===== src/rtl/seq_pkg.sv =====
// Shared definitions for the serial front end of the sequence detector.
// Holds the serializer state encoding and the helper that sizes the
// bit counter from the word length, so every file agrees on both.
package seq_pkg;

   // Serializer FSM states; the encoding is fixed so waveforms read the same everywhere
   typedef enum logic {
      IDLE  = 1'b0,
      SHIFT = 1'b1
   } serState_t;

   // Counter width for a word of the given length; clamps to at least one bit
   function automatic int cntWidth(input int width);
      return (width < 2) ? 1 : $clog2(width);
   endfunction

endpackage


===== src/rtl/piso_bit_serializer_if.sv =====
// Handshake and serial-output bundle of the PISO bit serializer.
//   din        parallel word offered by the source
//   din_valid  source has a word on din
//   din_ready  serializer takes a word this cycle
//   x_out      serial bit towards the detector input x
//   x_valid    x_out carries a data bit
//   x_last     x_out is the final bit of its word
//   busy       a word is being shifted
// master: the word source / detector side; slave: the serializer.
interface piso_bit_serializer_if #(
   parameter int WIDTH = 8
);

   logic [WIDTH-1:0] din;
   logic             din_valid;
   logic             din_ready;
   logic             x_out;
   logic             x_valid;
   logic             x_last;
   logic             busy;

   modport master (
      output din, din_valid,
      input  din_ready, x_out, x_valid, x_last, busy
   );

   modport slave (
      input  din, din_valid,
      output din_ready, x_out, x_valid, x_last, busy
   );

endinterface


===== src/rtl/serial_bit_counter.sv =====
// Bit position counter for the serializer.
//   clk      rising-edge clock
//   rst      asynchronous active-high reset, clears the count
//   clear_i  load 0 (new word or return to idle)
//   incr_i   advance one bit position
//   cnt_o    current bit position, 0..WIDTH-1
//   tc_o     terminal count, high when cnt_o == WIDTH-1
module serial_bit_counter #(
   parameter int WIDTH = 8,
   parameter int CNT_W = 3
) (
   input  logic             clk,
   input  logic             rst,
   input  logic             clear_i,
   input  logic             incr_i,
   output logic [CNT_W-1:0] cnt_o,
   output logic             tc_o
);

   localparam logic [CNT_W-1:0] LAST_CNT = CNT_W'(WIDTH - 1);

   logic [CNT_W-1:0] cnt_q;

   // Clear wins over increment; the count holds at the terminal value rather
   // than wrapping, so a stray increment can never alias back to bit 0
   always_ff @(posedge clk or posedge rst) begin
      if (rst) begin
         cnt_q <= '0;
      end else if (clear_i) begin
         cnt_q <= '0;
      end else if (incr_i && (cnt_q != LAST_CNT)) begin
         cnt_q <= cnt_q + CNT_W'(1);
      end
   end

   assign cnt_o = cnt_q;
   assign tc_o  = (cnt_q == LAST_CNT);

endmodule


===== src/rtl/piso_bit_serializer.sv =====
// Parallel-in/serial-out stage feeding the sequence detector's serial input.
// Words arrive over a valid/ready handshake and leave one bit per clock on
// x_out. A new word can be taken in the cycle the last bit of the previous
// word is on the line, so consecutive words form one unbroken bit stream.
//   clk   rising-edge clock
//   rst   asynchronous active-high reset; discards any partly sent word
//   bus   slave side of piso_bit_serializer_if (din/din_valid/din_ready,
//         x_out/x_valid/x_last/busy)
module piso_bit_serializer
   import seq_pkg::*;
#(
   parameter int WIDTH     = 8,
   parameter bit LSB_FIRST = 1'b0,
   parameter bit IDLE_BIT  = 1'b0
) (
   input  logic                   clk,
   input  logic                   rst,
   piso_bit_serializer_if.slave   bus
);

   localparam int               CNT_W      = cntWidth(WIDTH);
   localparam logic [CNT_W-1:0] PENULT_CNT = CNT_W'(WIDTH - 2);

   serState_t        state_q, state_d;
   logic [WIDTH-1:0] shift_q, shift_d;
   logic             xOut_q, xOut_d;
   logic             xValid_q, xValid_d;
   logic             xLast_q, xLast_d;
   logic             busy_q, busy_d;

   logic             cntClear;
   logic             cntIncr;
   logic [CNT_W-1:0] cnt;
   logic             cntTerminal;
   logic             dinReady;
   logic             transfer;

   serial_bit_counter #(
      .WIDTH (WIDTH),
      .CNT_W (CNT_W)
   ) bitCounter (
      .clk     (clk),
      .rst     (rst),
      .clear_i (cntClear),
      .incr_i  (cntIncr),
      .cnt_o   (cnt),
      .tc_o    (cntTerminal)
   );

   // Ready depends only on registered state, never on din_valid, so the
   // source can build its valid from ready without a combinational loop
   assign dinReady = (state_q == IDLE) | ((state_q == SHIFT) & cntTerminal);
   assign transfer = bus.din_valid & dinReady;

   // Next-state logic. On a transfer the first bit goes straight into the
   // output register and the shift register keeps the remaining bits, already
   // shifted once, so the first bit is on x_out the cycle after the edge.
   // x_last is set one cycle early so it lines up with bit WIDTH-1.
   always_comb begin
      state_d  = state_q;
      shift_d  = shift_q;
      xOut_d   = xOut_q;
      xValid_d = xValid_q;
      xLast_d  = xLast_q;
      busy_d   = busy_q;
      cntClear = 1'b0;
      cntIncr  = 1'b0;

      if (transfer) begin
         state_d  = SHIFT;
         shift_d  = LSB_FIRST ? (bus.din >> 1) : (bus.din << 1);
         xOut_d   = LSB_FIRST ? bus.din[0] : bus.din[WIDTH-1];
         xValid_d = 1'b1;
         xLast_d  = 1'b0;
         busy_d   = 1'b1;
         cntClear = 1'b1;
      end else if ((state_q == SHIFT) && cntTerminal) begin
         state_d  = IDLE;
         shift_d  = '0;
         xOut_d   = IDLE_BIT;
         xValid_d = 1'b0;
         xLast_d  = 1'b0;
         busy_d   = 1'b0;
         cntClear = 1'b1;
      end else if (state_q == SHIFT) begin
         shift_d  = LSB_FIRST ? (shift_q >> 1) : (shift_q << 1);
         xOut_d   = LSB_FIRST ? shift_q[0] : shift_q[WIDTH-1];
         xLast_d  = (cnt == PENULT_CNT);
         cntIncr  = 1'b1;
      end
   end

   // FSM, shift register and output registers share one reset domain so a
   // mid-word reset drops the line to idle in the same instant
   always_ff @(posedge clk or posedge rst) begin
      if (rst) begin
         state_q  <= IDLE;
         shift_q  <= '0;
         xOut_q   <= IDLE_BIT;
         xValid_q <= 1'b0;
         xLast_q  <= 1'b0;
         busy_q   <= 1'b0;
      end else begin
         state_q  <= state_d;
         shift_q  <= shift_d;
         xOut_q   <= xOut_d;
         xValid_q <= xValid_d;
         xLast_q  <= xLast_d;
         busy_q   <= busy_d;
      end
   end

   assign bus.din_ready = dinReady;
   assign bus.x_out     = xOut_q;
   assign bus.x_valid   = xValid_q;
   assign bus.x_last    = xLast_q;
   assign bus.busy      = busy_q;

endmodule


===== src/flat_wrapper.sv =====
// flat-port wrapper written by rule: the top's interface ports become plain ports
module piso_bit_serializer_flat import seq_pkg::*;
#(
   parameter int WIDTH     = 8,
   parameter bit LSB_FIRST = 1'b0,
   parameter bit IDLE_BIT  = 1'b0
)
  (clk, rst, bus_din, bus_din_valid, bus_din_ready, bus_x_out, bus_x_valid, bus_x_last, bus_busy);
  piso_bit_serializer_if #(.WIDTH(WIDTH)) bus_i ();
  input  logic clk;
  input  logic rst;
  input wire logic [$bits(bus_i.din)-1:0] bus_din;
  input wire logic [$bits(bus_i.din_valid)-1:0] bus_din_valid;
  output wire logic [$bits(bus_i.din_ready)-1:0] bus_din_ready;
  output wire logic [$bits(bus_i.x_out)-1:0] bus_x_out;
  output wire logic [$bits(bus_i.x_valid)-1:0] bus_x_valid;
  output wire logic [$bits(bus_i.x_last)-1:0] bus_x_last;
  output wire logic [$bits(bus_i.busy)-1:0] bus_busy;
  assign bus_i.din = bus_din;
  assign bus_i.din_valid = bus_din_valid;
  assign bus_din_ready = bus_i.din_ready;
  assign bus_x_out = bus_i.x_out;
  assign bus_x_valid = bus_i.x_valid;
  assign bus_x_last = bus_i.x_last;
  assign bus_busy = bus_i.busy;
  piso_bit_serializer #(.WIDTH(WIDTH), .LSB_FIRST(LSB_FIRST), .IDLE_BIT(IDLE_BIT)) u_core (.clk(clk), .rst(rst), .bus(bus_i));
endmodule

===== config.mk =====
export PLATFORM = sky130hd
export DESIGN_NAME = piso_bit_serializer_flat
export DESIGN_NICKNAME = d
export VERILOG_FILES = /design/src/rtl/seq_pkg.sv /design/src/rtl/piso_bit_serializer_if.sv /design/src/rtl/serial_bit_counter.sv /design/src/rtl/piso_bit_serializer.sv /design/src/flat_wrapper.sv
export SDC_FILE = /design/constraint.sdc
export NUM_CORES = 1
export LEC_CHECK = 0
export CORE_MARGIN = 5
export CORE_UTILIZATION = 48
export CTS_CLUSTER_SIZE = 25
export DETAILED_ROUTE_END_ITERATION = 12
export PLACE_DENSITY = 0.87
export SYNTH_ARGS = -nofsm -noshare
export SYNTH_HDL_FRONTEND = slang
export SYNTH_HIERARCHICAL = 1
export SYNTH_SLANG_ARGS = --single-unit
export TNS_END_PERCENT = 5

===== constraint.sdc =====
create_clock -name clk -period 2.6 [get_ports clk]
set_clock_uncertainty 0.15 [all_clocks]
set_input_delay 0.52 -clock clk [delete_from_list [all_inputs] [get_ports clk]]
set_output_delay 0.52 -clock clk [all_outputs]
set_load 0.02 [all_outputs]

After elaboration in Yosys (flattened, before gate mapping)

Cells that the tools add are included.
Widths: inputs -> output; s select.

Register bits after elaboration: 14
Input bits: 11
Output and inout bits: 5
Logic and storage cells: 36

$add $sub $neg: 1
Eq/ne operators: 3
Multiplexer cells: 18
Bitwise logic cells: 4
Reduce and logical (&&, ||, !) cells: 5

Operators with widths:

| cell                | count |
|---|---|
| $mux 8              | 3 |
| $mux 1              | 13 |
| $eq 3x3->1 const B  | 2 |
| $mux 3              | 2 |
| $reduce_bool 2->1   | 2 |
| $add 3x1->3 const B | 1 |
| $ne 3x3->1 const B  | 1 |
| $reduce_bool 3->1   | 1 |
| $and 1x1->1         | 2 |
| $logic_and 1x1->1   | 2 |
| $not 1->1           | 1 |
| $or 1x1->1          | 1 |

Logic depth before layout (Yosys ltp)

Depth in word-level cells: 8
Depth in mapped cells: 8
Depth with buffers taken out: 6

Hierarchy

The synthesis kept the hierarchy.

By module, submodules not included:

| module              | instances | cells each | area an instance (µm²) | seq. area each (µm²) |
|---|---|---|---|---|
| piso_bit_serializer | 1         | 55         | 580.6                  | 250.2 |
| serial_bit_counter  | 1         | 16         | 187.7                  | 75.1 |

Worst setup path before layout

Ideal clock, no wire load.

Path type: reg-to-reg
Start point: register u_core.bitCounter.cnt_q[0], in the netlist u_core/bitCounter/cnt_o[0]
End point: register u_core.bitCounter.cnt_q[0], in the netlist u_core/bitCounter/cnt_o[0]
Library setup time: 125 ps
Arrival: 1781 ps
Data required time: 2325 ps
Path slack: 544 ps
Stages on the path, launching flop included: 9
Path buffers: 2
Clock period less this slack: 2056 ps
Cells stage by stage: dfrtp_1 ha_1 ha_1 buf_6 nand2b_4 buf_6 inv_1 nor2b_4 mux2_4

Word-level cells in the longest chain between the ends: 7
Elaborated cells between the ends (all ways): 15
Those cells by class: add/sub: 1; eq/ne: 2; mux: 6; bitwise: 3; reduce/logical: 3

Ends and longest elaborated chain:

| element                            | line                      | source |
|---|---|---|
| start, declared                    | serial_bit_counter.sv:22  | `logic [CNT_W-1:0] cnt_q;` |
| start signal, assigned             | serial_bit_counter.sv:32  | `cnt_q <= cnt_q + CNT_W'(1);` |
| $eq 3x3->1                         | serial_bit_counter.sv:37  | `assign tc_o = (cnt_q == LAST_CNT);` |
| via u_core.cntTerminal             | piso_bit_serializer.sv:34 | `logic cntTerminal;` |
| $and 1x1->1                        | piso_bit_serializer.sv:52 | `assign dinReady = (state_q == IDLE) \| ((state_q == SHIFT) & cntTerminal);` |
| $or 1x1->1                         | piso_bit_serializer.sv:52 |  |
| via bus_din_ready                  | flat_wrapper.sv:14        | `output wire logic [$bits(bus_i.din_ready)-1:0] bus_din_ready;` |
| $and 1x1->1                        | piso_bit_serializer.sv:53 | `assign transfer = bus.din_valid & dinReady;` |
| $mux 1                             | piso_bit_serializer.sv:69 | `if (transfer) begin` |
| via u_core.cntIncr                 | piso_bit_serializer.sv:32 | `logic cntIncr;` |
| $logic_and 1x1->1                  | serial_bit_counter.sv:31  | `end else if (incr_i && (cnt_q != LAST_CNT)) begin` |
| $reduce_bool 2->1 (no source line) | n/a                       |  |

The timed path passes the listed nets, and every way through them passes these cells. The select of a mux whose other input is x is not followed.
A chain may end at the register's enable or synchronous reset.

Final worst setup path

Start point: register u_core.xValid_q, in the netlist u_core/bus.x_valid
End point: output port bus_x_valid

RTL lines:

| element                | line                       | source |
|---|---|---|
| start, declared        | piso_bit_serializer.sv:27  | `logic xValid_q, xValid_d;` |
| start signal, assigned | piso_bit_serializer.sv:107 | `xValid_q <= xValid_d;` |
| end, declared          | flat_wrapper.sv:16         | `output wire logic [$bits(bus_i.x_valid)-1:0] bus_x_valid;` |

No word-level cell between the ends.

==> run_results.csv <==
group,metric,value,unit
clocking,postCtsHoldBufs,0,
power,p_leak,0.000440,uW
global_route,grt_usage,14.0,%
clocking,path_clk_slew,0.09,ns
clocking,cts_tree,"done",
sta,final_max_slew_viol_count,0,
route,detail_route.wl_per_cell,14.8,um
place,gp_routability_congestion,0.783,
clocking,clockBufferDepth,2,
synth,syn_area,768,um^2
worst_setup_path,critPathTopFamily,"buffers and inverters",
final_layout,fillers,130,
place,hpwl,1.09,mm
worst_setup_path,reg2reg_depth,6,
route,first_pass_iters,4,
place,placed_area,907,um^2
die,fp-row-count,14,
final_layout,fin_nets,101,
synth,synth_fp_nets,84,
die,dieHeight,50.0,um
global_route,grt_first_pass_wirelength,2.77,mm
final_layout,regArea,325,um^2
sta,max_freq,443,MHz
status,status,"finished clean",
route,vias,590,
clocking,cts_resized,0,
job,maxCapViolations,0,
synth,ys_types,22,
final_layout,multi_input_area,352,um^2
sta,setup_violations,0,
die,start_util,51.0,%
die,core-area,0.00151,mm^2
sta,tightest_slew,0.454,ns
die,dieArea,0.00250,mm^2
synth,avgSynthCellArea,10.8,um^2
worst_setup_path,critical-path-slowest-cell,"clkdlybuf4s50_1",
sta,min_period_over_period,86.8,%
clocking,cts_buffers,3,
synth,synth_seq_area_share,42.3,%
clocking,cts_root_buf,"clkbuf_4",
global_route,grt_start_max_net_pins,14,
die,io_pins,16,
place,dp_cells,99,
worst_setup_path,cp.depth,1,
final_layout,drive_gt1_share,12.6,%
worst_setup_path,arrival,1.59,ns
synth,synthCells,71,
final_layout,final_common_cell,"clkdlybuf4s50_1",
synth,ys_seq_elements,13,
final_layout,areaGrowthSynthToFinish,21.8,%
worst_setup_path,endpoint_kind,"primary output",
final_layout,finalNonFillerCells,103,
sta,rsz0062_at_grt,"false",
global_route,grt_antenna_before_repair,0,
clocking,numClockSinks,13,
route,dr.first_iter.drc_count,11,
worst_setup_path,cp_max_fo,13,
route,drc,0,
route,antenna_left,0,
sta,finalCriticalPeriod,2.26,ns
final_layout,diodes,0,
place,io_buffers,15,
synth,yosys_warnings,6,
route,finalWirelength,1.53,mm
final_layout,design_area,936,um^2
power,ir_drop,0.468,mV
worst_setup_path,cp.required,1.93,ns
worst_setup_path,crit_path_start_kind,"flip-flop",
sta,relSlewSlack,69.7,%
worst_setup_path,cpPeakStageDelay,0.70,ns
clocking,cts_setup_buffers,0,
die,fp.dieW,50.0,um
worst_setup_path,path_cells,"clkdlybuf4s50_1",
worst_setup_path,critPathBufInv,1,
route,viasPerCell,5.73,
min_path,hold_class,"input pin to asynchronous set/reset pin",
sta,report.final.hold_viol_count,0,
global_route,overflow,0,
sta,tns,0,ns
worst_setup_path,worst-setup-path-type,"flip-flop to primary output",
global_route,grt_pass1_vias,629,
final_layout,mostFrequentLayoutCells,"clkdlybuf4s50_1, dfrtp_1, inv_1",
clocking,htreeDepth,1,
power,powerDensity,922,mW/mm^2
clocking,clk_latency,0.27,ns
==> synthesized netlist by cell type (all sizes together) <==
master,instances,area [um^2]
ha,2,25.0
nor2b,2,20.0
nor2,1,3.75
or3b,1,8.76
mux2i,8,80.1
o21ai,3,15.0
inv,10,37.5
o31ai,1,12.5
nand2,1,3.75
o221ai,7,61.3
nand3,8,40.0
nand4bb,2,22.5
mux2,2,26.3
dfrtp,13,325
nand2b,4,32.5
buf,6,53.8
==> logic make-up (layout without fill, tap and decap cells) <==
kind of cell / count (synthesis) / count (layout) / share of synthesized area [%]
simple gates: 19 / 19 / 17.1
mux: 10 / 10 / 13.8
flops: 13 / 13 / 42.3
compound gates: 11 / 11 / 11.6
buf+inv: 16 / 32 / 11.9
fa+ha+maj: 2 / 2 / 3.26
==> area by class of cell <==
class	count	area share, %
clock buffer	4	2.81
tap	16	2.14
timing repair buffer	18	18.7
inverter	10	4.01
sequential	13	34.8
multi-input combinational	42	37.6
==> power by group <==
group / internal, uW / switching [uW] / leakage, uW / total (uW)
clock: 59.3 / 65.5 / 0.0000150 / 125
combinational: 208 / 194 / 0.000258 / 402
sequential: 277 / 59.3 / 0.000167 / 337
==> path summary, 6_finish.rpt <==
| check | start | end | slack (ns) |
|---|---|---|---|
| max | u_core/bus.x_valid | bus_x_valid | 0.34 |
| min | rst | u_core/bitCounter/cnt_o[2] | 0.27 |
| max reg2reg | u_core/bitCounter/cnt_o[0] | u_core/bitCounter/cnt_o[0] | 0.63 |
| min reg2reg | u_core/bitCounter/cnt_o[0] | u_core/bus.x_last | 0.38 |
| max in group asynchronous | rst | u_core/bus.x_out | 1.62 |
| min in group clk | u_core/bitCounter/cnt_o[0] | u_core/bus.x_last | 0.38 |
==> state kept, by name (all words and copies together) (netlist names) <==
| signal | flops |
|---|---|
| u_core/shift_q | 7 |
| u_core/bitCounter/cnt_o | 3 |
| u_core/bus.x_last | 1 |
| u_core/bus.x_out | 1 |
| u_core/bus.x_valid | 1 |
==> through the flow <==
stage	total power (uW)	setup slack [ns]	utilization [%]	hold slack (ns)
6_report	863	0.343	62.1	0.272
5_1_grt	936	0.250	62.1	0.274
4_1_cts	866	0.0350	62.0	0.273
3_5_place_dp	740	0.336	60.2	0.359
3_3_place_gp	722	0.384	60.2	0.345
2_1_floorplan	644	0.544	-	0.124
==> per-layer routing <==
layer	vias up	global-route usage (%)	wire length, um
met3	0	3.61	106
met1	280	16.8	660
met2	26	24.1	759
li1	284	-	-
met4	0	3.93	0
met5	-	0	0
(Power assumes the default switching activity.)
